==> src/rtl/riscv_ctrl_pkg.sv <==
// Shared encodings for the RV32 multi-cycle control sequencer: opcodes,
// FSM states, ALU operand/operation selects and the control-word payload.
package riscv_ctrl_pkg;

    localparam logic [6:0] OP_R      = 7'b0110011;
    localparam logic [6:0] OP_I      = 7'b0010011;
    localparam logic [6:0] OP_LOAD   = 7'b0000011;
    localparam logic [6:0] OP_STORE  = 7'b0100011;
    localparam logic [6:0] OP_BRANCH = 7'b1100011;

    localparam logic [1:0] ALUOP_ADD   = 2'b00;
    localparam logic [1:0] ALUOP_SUB   = 2'b01;
    localparam logic [1:0] ALUOP_RTYPE = 2'b10;
    localparam logic [1:0] ALUOP_ITYPE = 2'b11;

    localparam logic [1:0] SRC_A_PC     = 2'b00;
    localparam logic [1:0] SRC_A_OLD_PC = 2'b01;
    localparam logic [1:0] SRC_A_RS1    = 2'b10;

    localparam logic [1:0] SRC_B_RS2  = 2'b00;
    localparam logic [1:0] SRC_B_FOUR = 2'b01;
    localparam logic [1:0] SRC_B_IMM  = 2'b10;

    typedef enum logic [3:0] {
        S_FETCH     = 4'd0,
        S_DECODE    = 4'd1,
        S_EXEC_R    = 4'd2,
        S_EXEC_I    = 4'd3,
        S_ALU_WB    = 4'd4,
        S_MEM_ADDR  = 4'd5,
        S_MEM_READ  = 4'd6,
        S_MEM_WB    = 4'd7,
        S_MEM_WRITE = 4'd8,
        S_BRANCH    = 4'd9,
        S_HALT      = 4'd10
    } state_t;

    // Datapath control word decoded from the current state each cycle.
    typedef struct packed {
        logic       mem_req;
        logic       mem_we;
        logic       i_or_d;
        logic       ir_write;
        logic       pc_write;
        logic       pc_write_cond;
        logic       reg_write;
        logic       mem_to_reg;
        logic       pc_source;
        logic [1:0] alu_src_a;
        logic [1:0] alu_src_b;
        logic [1:0] aluop;
        logic       instr_retired;
    } ctrl_t;

endpackage

==> src/rtl/ctrl_perf_counters.sv <==
// Cycle and retired-instruction counters for the multi-cycle sequencer.
// Present only when PERF_COUNTERS_EN is defined.
`ifdef PERF_COUNTERS_EN
module ctrl_perf_counters #(
    parameter int unsigned CNT_W = 32
) (
    input  logic             clk,
    input  logic             reset,
    input  logic             retire,
    output logic [CNT_W-1:0] cycle_count,
    output logic [CNT_W-1:0] instret_count
);

    logic [CNT_W-1:0] cycle_q;
    logic [CNT_W-1:0] instret_q;

    // Free-running counters, wrapping modulo 2^CNT_W.
    always_ff @(posedge clk) begin
        if (reset) begin
            cycle_q   <= '0;
            instret_q <= '0;
        end else begin
            cycle_q <= cycle_q + CNT_W'(1);
            if (retire) begin
                instret_q <= instret_q + CNT_W'(1);
            end
        end
    end

    assign cycle_count   = reset ? '0 : cycle_q;
    assign instret_count = reset ? '0 : instret_q;

endmodule
`endif

==> src/rtl/multicycle_control.sv <==
// Multi-cycle RV32 control FSM driving ALU, register file, PC and one memory port.
// Optional PERF_COUNTERS_EN adds cycle_count/instret_count outputs.
module multicycle_control
    import riscv_ctrl_pkg::*;
#(
    parameter int unsigned MEM_TIMEOUT = 0,
    parameter int unsigned CNT_W       = 32
) (
    input  logic             clk,
    input  logic             reset,
    input  logic [6:0]       opcode,
    input  logic             zero,
    input  logic             mem_ready,
    output logic             mem_req,
    output logic             mem_we,
    output logic             i_or_d,
    output logic             ir_write,
    output logic             pc_write,
    output logic             pc_write_cond,
    output logic             reg_write,
    output logic             mem_to_reg,
    output logic             pc_source,
    output logic [1:0]       alu_src_a,
    output logic [1:0]       alu_src_b,
    output logic [1:0]       aluop,
    output logic             instr_retired,
    output logic             halted,
    output logic             illegal_instr,
    output logic             bus_error
`ifdef PERF_COUNTERS_EN
    ,
    output logic [CNT_W-1:0] cycle_count,
    output logic [CNT_W-1:0] instret_count
`endif
);

    localparam int unsigned WAIT_W = (MEM_TIMEOUT > 1) ? $clog2(MEM_TIMEOUT) : 1;

    state_t            state;
    state_t            state_next;
    ctrl_t             ctl;
    ctrl_t             ctl_out;
    logic [WAIT_W-1:0] wait_cnt;
    logic              in_mem_state;
    logic              timeout_hit;
    logic              set_illegal;
    logic              set_bus_err;
    logic              halted_q;
    logic              illegal_q;
    logic              bus_err_q;
    logic              unused_zero;

    // The branch condition is applied by the datapath, not by the sequencer.
    assign unused_zero = zero;

    assign in_mem_state = (state == S_FETCH) || (state == S_MEM_READ) ||
                          (state == S_MEM_WRITE);

    // Fires on the wait cycle that would bring the counter to MEM_TIMEOUT; mem_ready wins.
    assign timeout_hit = (MEM_TIMEOUT != 0) && !mem_ready &&
                         (wait_cnt == WAIT_W'(MEM_TIMEOUT - 1));

    always_ff @(posedge clk) begin
        if (reset) begin
            state <= S_FETCH;
        end else begin
            state <= state_next;
        end
    end

    always_comb begin
        state_next  = state;
        ctl         = '0;
        set_illegal = 1'b0;
        set_bus_err = 1'b0;
        case (state)
            S_FETCH: begin
                ctl.mem_req   = 1'b1;
                ctl.i_or_d    = 1'b0;
                ctl.alu_src_a = SRC_A_PC;
                ctl.alu_src_b = SRC_B_FOUR;
                ctl.aluop     = ALUOP_ADD;
                if (mem_ready) begin
                    ctl.ir_write  = 1'b1;
                    ctl.pc_write  = 1'b1;
                    ctl.pc_source = 1'b0;
                    state_next    = S_DECODE;
                end else if (timeout_hit) begin
                    set_bus_err = 1'b1;
                    state_next  = S_HALT;
                end
            end
            S_DECODE: begin
                ctl.alu_src_a = SRC_A_OLD_PC;
                ctl.alu_src_b = SRC_B_IMM;
                ctl.aluop     = ALUOP_ADD;
                case (opcode)
                    OP_R:              state_next = S_EXEC_R;
                    OP_I:              state_next = S_EXEC_I;
                    OP_LOAD, OP_STORE: state_next = S_MEM_ADDR;
                    OP_BRANCH:         state_next = S_BRANCH;
                    default: begin
                        set_illegal = 1'b1;
                        state_next  = S_HALT;
                    end
                endcase
            end
            S_EXEC_R: begin
                ctl.alu_src_a = SRC_A_RS1;
                ctl.alu_src_b = SRC_B_RS2;
                ctl.aluop     = ALUOP_RTYPE;
                state_next    = S_ALU_WB;
            end
            S_EXEC_I: begin
                ctl.alu_src_a = SRC_A_RS1;
                ctl.alu_src_b = SRC_B_IMM;
                ctl.aluop     = ALUOP_ITYPE;
                state_next    = S_ALU_WB;
            end
            S_ALU_WB: begin
                ctl.reg_write     = 1'b1;
                ctl.mem_to_reg    = 1'b0;
                ctl.instr_retired = 1'b1;
                state_next        = S_FETCH;
            end
            S_MEM_ADDR: begin
                ctl.alu_src_a = SRC_A_RS1;
                ctl.alu_src_b = SRC_B_IMM;
                ctl.aluop     = ALUOP_ADD;
                state_next    = (opcode == OP_LOAD) ? S_MEM_READ : S_MEM_WRITE;
            end
            S_MEM_READ: begin
                ctl.mem_req = 1'b1;
                ctl.i_or_d  = 1'b1;
                ctl.mem_we  = 1'b0;
                if (mem_ready) begin
                    state_next = S_MEM_WB;
                end else if (timeout_hit) begin
                    set_bus_err = 1'b1;
                    state_next  = S_HALT;
                end
            end
            S_MEM_WB: begin
                ctl.reg_write     = 1'b1;
                ctl.mem_to_reg    = 1'b1;
                ctl.instr_retired = 1'b1;
                state_next        = S_FETCH;
            end
            S_MEM_WRITE: begin
                ctl.mem_req = 1'b1;
                ctl.i_or_d  = 1'b1;
                ctl.mem_we  = 1'b1;
                if (mem_ready) begin
                    ctl.instr_retired = 1'b1;
                    state_next        = S_FETCH;
                end else if (timeout_hit) begin
                    set_bus_err = 1'b1;
                    state_next  = S_HALT;
                end
            end
            S_BRANCH: begin
                ctl.alu_src_a     = SRC_A_RS1;
                ctl.alu_src_b     = SRC_B_RS2;
                ctl.aluop         = ALUOP_SUB;
                ctl.pc_write_cond = 1'b1;
                ctl.pc_source     = 1'b1;
                ctl.instr_retired = 1'b1;
                state_next        = S_FETCH;
            end
            S_HALT: begin
                state_next = S_HALT;
            end
            default: begin
                state_next = S_FETCH;
            end
        endcase
    end

    // Wait counter restarts on every state change; sticky flags latch on entry to HALT.
    always_ff @(posedge clk) begin
        if (reset) begin
            wait_cnt  <= '0;
            halted_q  <= 1'b0;
            illegal_q <= 1'b0;
            bus_err_q <= 1'b0;
        end else begin
            if (state_next != state) begin
                wait_cnt <= '0;
            end else if (in_mem_state && !mem_ready) begin
                wait_cnt <= wait_cnt + WAIT_W'(1);
            end
            if (state_next == S_HALT) begin
                halted_q <= 1'b1;
            end
            if (set_illegal) begin
                illegal_q <= 1'b1;
            end
            if (set_bus_err) begin
                bus_err_q <= 1'b1;
            end
        end
    end

    // Reset silences everything at once, including a pending memory request.
    assign ctl_out = reset ? '0 : ctl;

    assign mem_req       = ctl_out.mem_req;
    assign mem_we        = ctl_out.mem_we;
    assign i_or_d        = ctl_out.i_or_d;
    assign ir_write      = ctl_out.ir_write;
    assign pc_write      = ctl_out.pc_write;
    assign pc_write_cond = ctl_out.pc_write_cond;
    assign reg_write     = ctl_out.reg_write;
    assign mem_to_reg    = ctl_out.mem_to_reg;
    assign pc_source     = ctl_out.pc_source;
    assign alu_src_a     = ctl_out.alu_src_a;
    assign alu_src_b     = ctl_out.alu_src_b;
    assign aluop         = ctl_out.aluop;
    assign instr_retired = ctl_out.instr_retired;
    assign halted        = halted_q  & ~reset;
    assign illegal_instr = illegal_q & ~reset;
    assign bus_error     = bus_err_q & ~reset;

`ifdef PERF_COUNTERS_EN
    ctrl_perf_counters #(
        .CNT_W (CNT_W)
    ) u_perf (
        .clk           (clk),
        .reset         (reset),
        .retire        (ctl.instr_retired),
        .cycle_count   (cycle_count),
        .instret_count (instret_count)
    );
`else
    // CNT_W only sizes the counter ports, which this build omits.
    logic [CNT_W-1:0] unused_cnt_w;
    assign unused_cnt_w = '0;
`endif

endmodule

==> config.mk <==
export PLATFORM = sky130hd
export DESIGN_NAME = multicycle_control
export DESIGN_NICKNAME = d
export VERILOG_FILES = /design/src/rtl/riscv_ctrl_pkg.sv /design/src/rtl/ctrl_perf_counters.sv /design/src/rtl/multicycle_control.sv
export SDC_FILE = /design/constraint.sdc
export NUM_CORES = 1
export LEC_CHECK = 0
export CORE_ASPECT_RATIO = 0.75
export CORE_UTILIZATION = 30
export CTS_CLUSTER_SIZE = 14
export DETAILED_ROUTE_END_ITERATION = 7
export GPL_ROUTABILITY_DRIVEN = 1
export PLACE_DENSITY = 0.68
export SYNTH_ARGS = -nofsm -noshare
export SYNTH_HDL_FRONTEND = slang
export SYNTH_SLANG_ARGS = --single-unit
export TNS_END_PERCENT = 1
==> constraint.sdc <==
create_clock -name clk -period 1.5 [get_ports clk]
set_input_delay 0.225 -clock clk [delete_from_list [all_inputs] [get_ports clk]]
set_output_delay 0.225 -clock clk [all_outputs]
set_load 0.01 [all_outputs]
* Word level (Yosys, flattened, before mapping)
Index checks and enable logic that the tools add are counted.
** Storage, ports and cells
- Output and inout bits :: 19
- Bits of input ports :: 11
- Word-level logic and storage cells :: 48
- Register bits :: 6
** Operators by class
- Muxes and demuxes :: 19
- Eq/ne operators :: 16
- Bitwise gates (word level) :: 3
- Reduce and logical (&&, ||, !) cells :: 7
** Operators by type and width (number)
- 6-bit case mux with 6 select lines :: 1
- 4-bit case mux with 7 select lines :: 1
- 4-bit by 3-bit equality test with 1-bit output (second input constant) :: 4
- 4-bit equality test (second input constant) :: 4
- 16-bit 2-to-1 mux :: 1
- 4-bit 2-to-1 mux :: 4
- 4-bit case mux with 4 select lines :: 1
- 7-bit by 6-bit equality test with 1-bit output (second input constant) :: 2
- 4-bit by 2-bit equality test with 1-bit output (second input constant) :: 2
- 7-bit by 2-bit equality test with 1-bit output (second input constant) :: 1
- 7-bit by 5-bit equality test with 1-bit output (second input constant) :: 1
- 7-bit equality test (second input constant) :: 1
- 1-bit 2-to-1 mux :: 7
- 2-bit OR reduction :: 3
- 3-bit OR reduction :: 2
- 5-bit OR reduction :: 1
- 4-bit by 1-bit equality test with 1-bit output (second input constant) :: 1
- 4-bit logical NOT :: 1
- 2-bit 2-to-1 mux :: 2
- 2-bit case mux with 2 select lines :: 1
- 1-bit AND :: 2
- 1-bit case mux with 2 select lines :: 1
- 1-bit NOT :: 1

* Depth between registers and ports, before layout
- Word-level depth :: 5
- Depth in mapped cells :: 6
- Depth with buffers taken out :: 5

* Worst setup path before layout
OpenSTA, ideal clock, no wires.
- Path kind :: flip-flop to output port
- Start point :: reg state[1]
- End point :: out pc_write
- Required time :: 1.275 ns
- Arrival :: 1.405 ns
- Cell stages (with the launch flop) :: 6
- Slack :: -0.130 ns
- Path buffers :: 2
- Cell sequence :: dfxtp_1 -> buf_2 -> or3_1 -> nor3_2 -> and2_1 -> buf_4
** On the way
- Word-level cells in the longest chain between the ends :: 3
** Ends and longest elaborated chain
- start, declared :: line multicycle_control.sv:39 : state_t state;
- start signal, assigned :: line multicycle_control.sv:67 : state <= state_next;
- 4-bit logical NOT :: line multicycle_control.sv:76 : case (state)
- 2-bit 2-to-1 mux :: line multicycle_control.sv:76
- 16-bit 2-to-1 mux :: line multicycle_control.sv:205 : assign ctl_out = reset ? '0 : ctl;
- end, declared :: line multicycle_control.sv:18 : output logic pc_write,
Every way passes these cells.

* Final worst setup path
- Start point :: reg state[2]
- End point :: out aluop[0]
** On the way
- Word-level cells in the longest chain between the ends :: 3
- Elaborated cells on any way between the ends :: 8
- Classes of those cells :: 5 x eq/ne; 2 x mux; 1 x reduce/logical
** Ends and longest elaborated chain
- 4-bit equality test (tied with other cells) :: line multicycle_control.sv:76
- 6-bit case mux with 6 select lines * :: line multicycle_control.sv:76
- 16-bit 2-to-1 mux * :: line multicycle_control.sv:205
- end, declared :: line multicycle_control.sv:25 : output logic [1:0] aluop,
Mark *: on every way between the ends. The rest lies on a longest branch, timed or not.

==> flow_metrics.py <==
metrics = {
    "run_status": {
        "outcome": "finished, violations left",
        "violations": "setup timing",
    },
    "floorplan": {
        "dieArea_um2": 2210,
        "initial_utilization_pct": 33.3,
        "coreArea_um2": 1820,
        "ios": 30,
        "die_w_um": 53.9,
        "fp.dieH_um": 41.0,
        "rows": 13,
    },
    "global_routing": {
        "gr-total-overflow": 0,
        "antenna_found_initial": 0,
        "gr-usage-all-layers_pct": 20.8,
        "grt_pass1_wl_um": 3160,
        "grt_max_degree": 11,
        "grt_pass1_vias": 721,
    },
    "sta": {
        "fin_ws_ns": -0.145,
        "drv_slew": 0,
        "hold_viol_final": 0,
        "min_period_over_period_pct": 110,
        "hold_ws_ns": 0.473,
        "fmaxAchievable_mhz": 608,
        "finClkSkew_ns": 0.00175,
        "setup_viol": 10,
        "fin_crit_ns": 1.64,
        "rsz0062_at_grt": "true",
    },
    "power": {
        "p_int_uw": 469,
        "comb_power_share_pct": 52.5,
        "leakagePower_nw": 0.530,
        "seqPwrFrac_pct": 27.6,
        "power_switching_uw": 246,
        "netSwitchingFraction_pct": 34.4,
        "vdd_ir_drop_max_v": 0.000621,
        "clkPwrFrac_pct": 19.8,
        "p_per_area_nw_per_um2": 634,
    },
    "job": {
        "drv_cap": 0,
    },
    "finish": {
        "drive_above_1_share_pct": 50.7,
        "antenna_cells": 0,
        "fin_nets": 151,
        "stdcell_count": 160,
        "finalCoreUtilization_pct": 62.0,
        "area_growth_pct": 86.0,
    },
    "critical_path": {
        "cp.required_ns": 1.27,
        "arrival_ns": 1.42,
        "reg2reg_depth": 7,
        "end_kind": "output pin",
        "r2r_slack_ns": -0.05,
        "slowest_stage": "dfxtp_4",
        "path_class": "flip-flop to output pin",
        "crit_path_max_incr_delay_ns": 0.38,
        "cp_cell_sequence": "buf_4 > nor4b_4 > a21o_1 > clkdlybuf4s15_2",
        "start_kind": "flip-flop",
        "critPathMaxFanout": 10,
    },
    "logic_synthesis": {
        "synth.area.top_cells": "dfxtp_1 (20%), nor2_1 (7.4%), nor3_1 (6.6%)",
        "synth.largest_area_cell": "dfxtp_1",
        "netlist_area_um2": 607,
        "synth_top_area_share_pct": 19.8,
        "synth_ff_type": "dfxtp_1",
        "synth-async-reset-ratio_pct": 0,
        "syn-num-nets": 98,
        "synth_edf_count": 0,
        "synth_common_cells": "nor2_1 (12), nor3_1 (8), a21oi_1 (7)",
        "syn_avg_cell_area_um2": 6.98,
        "ys_seq_area_share_pct": 19.8,
        "ys_ff_latch": 6,
        "yosysMostFrequentCell": "nor2_1",
        "synth_cell_types": 36,
        "yosysWarnings": 0,
        "syn_inst": 87,
    },
    "hold_path": {
        "min_delay_path_depth": 2,
        "hp-class": "flip-flop to flip-flop",
    },
    "clock_network": {
        "clock-root-buffer": "clkbuf_4",
        "hold_buffers": 0,
        "clk_latency_ns": 0.24,
        "clockBufferDepth": 2,
        "clock-sinks": 6,
        "h-tree-depth": 1,
        "cts_tree": "built",
        "path_clk_slew_ns": 0.04,
        "numCtsBuffers": 3,
    },
    "placement": {
        "io_buffers": 27,
        "pre_cts_ws_ns": -0.648,
        "dpl.cell_count": 155,
        "place.detailed.hpwl_um": 1550,
        "place_congestion": 0.761,
    },
    "route": {
        "drtIter0Drc": 12,
        "ant_nets": 0,
        "drt_wl_total_um": 1980,
        "routedWlPerCell_um": 12.4,
        "vias": 801,
        "firstDrtPassIters": 4,
        "vias_per_cell": 5.01,
        "drc": 0,
    },
}
## stage by stage
step	setup TNS, ns	cell area, um^2	power [mW]
after global routing	-1.64	1130	0.771
after detailed placement	-8.68	1070	0.553
final	-0.813	1130	0.715
after floorplan	-0.0593	622	0.374
after global placement	-8.45	1070	0.547
after CTS	-1.26	1120	0.719
## power groups by stage
| stage | clock, mW | combinational (mW) | sequential (mW) |
|---|---|---|---|
| finish | 0.142 | 0.376 | 0.198 |
| global route | 0.161 | 0.408 | 0.202 |
| CTS | 0.151 | 0.371 | 0.197 |
| detailed placement | 0 | 0.355 | 0.197 |
| global placement | 0 | 0.350 | 0.197 |
| floorplan | 0 | 0.187 | 0.187 |
## worst max-delay path, delay by kind of cell (launching register included)
| family | cells | cell delay [ns] |
|---|---|---|
| buffers and inverters | 2 | 0.37 |
| flip-flops | 1 | 0.38 |
| AO/OA/AOI/OAI | 1 | 0.15 |
| AND/OR/NAND/NOR | 1 | 0.29 |
## placed cells by master, fill, tap and decap left out, types with 3 or more instances in the layout
master,count
buf_4,30
nor2_1,11
buf_2,11
clkdlybuf4s50_1,8
a21oi_1,7
nand2_1,6
nor3_1,6
nand2b_1,3
nor2b_1,3
inv_1,3
clkbuf_4,3
dlygate4sd2_1,3
buf_6,3
dfxtp_4,3
## registers in the layout (all words and copies together), names as in the netlist
signal and flops:
illegal_q 1, state 4, halted_q 1
## layout make-up
| cell class | instances | area [um^2] |
|---|---|---|
| fillers | 169 | 693 |
| multi-input cells | 67 | 484 |
| repair buffers | 57 | 443 |
| flip-flops and latches | 6 | 133 |
| well taps | 22 | 27.5 |
| clock buffers | 3 | 22.5 |
| inverters | 5 | 18.8 |
## metal layers
metal | track usage (%) | part of all wire (%) | vias to the layer above
li1 | - | - | 405
met1 | 26.1 | 46 | 373
met2 | 38.9 | 49 | 23
met4 | 1.97 | 0 | 0
met5 | 0 | 0 | -
met3 | 3.33 | 4.9 | 0
## worst paths after layout
path | start | endpoint
worst max-delay path | state[2] | aluop[0]
worst min-delay path | halted_q | halted_q
worst max register to register | state[0] | halted_q
worst min register to register | halted_q | halted_q
## kinds of logic (layout without fill, tap and decap cells)
logic type                after synthesis  count (layout)  synth area share, %
other                                   1               1                0.618
muxes                                   1               1                 2.47
xor gates and xnor gates                1               1                 1.44
and+or+nand+nor                        46              46                 41.7
AOI/OAI and AO/OA                      18              18                 21.4
buffers and inverters                  14              65                 12.6
DFF                                     6               6                 19.8
## repair_timing
item / CTS / global route
gates resized for setup: 81 / 7
setup endpoints to repair: 21 / 16
pin swaps: 8 / 4
buffers inserted: 2 / 0
cloned: 0 / 0
No activity file was read; power rests on OpenSTA's default activity.
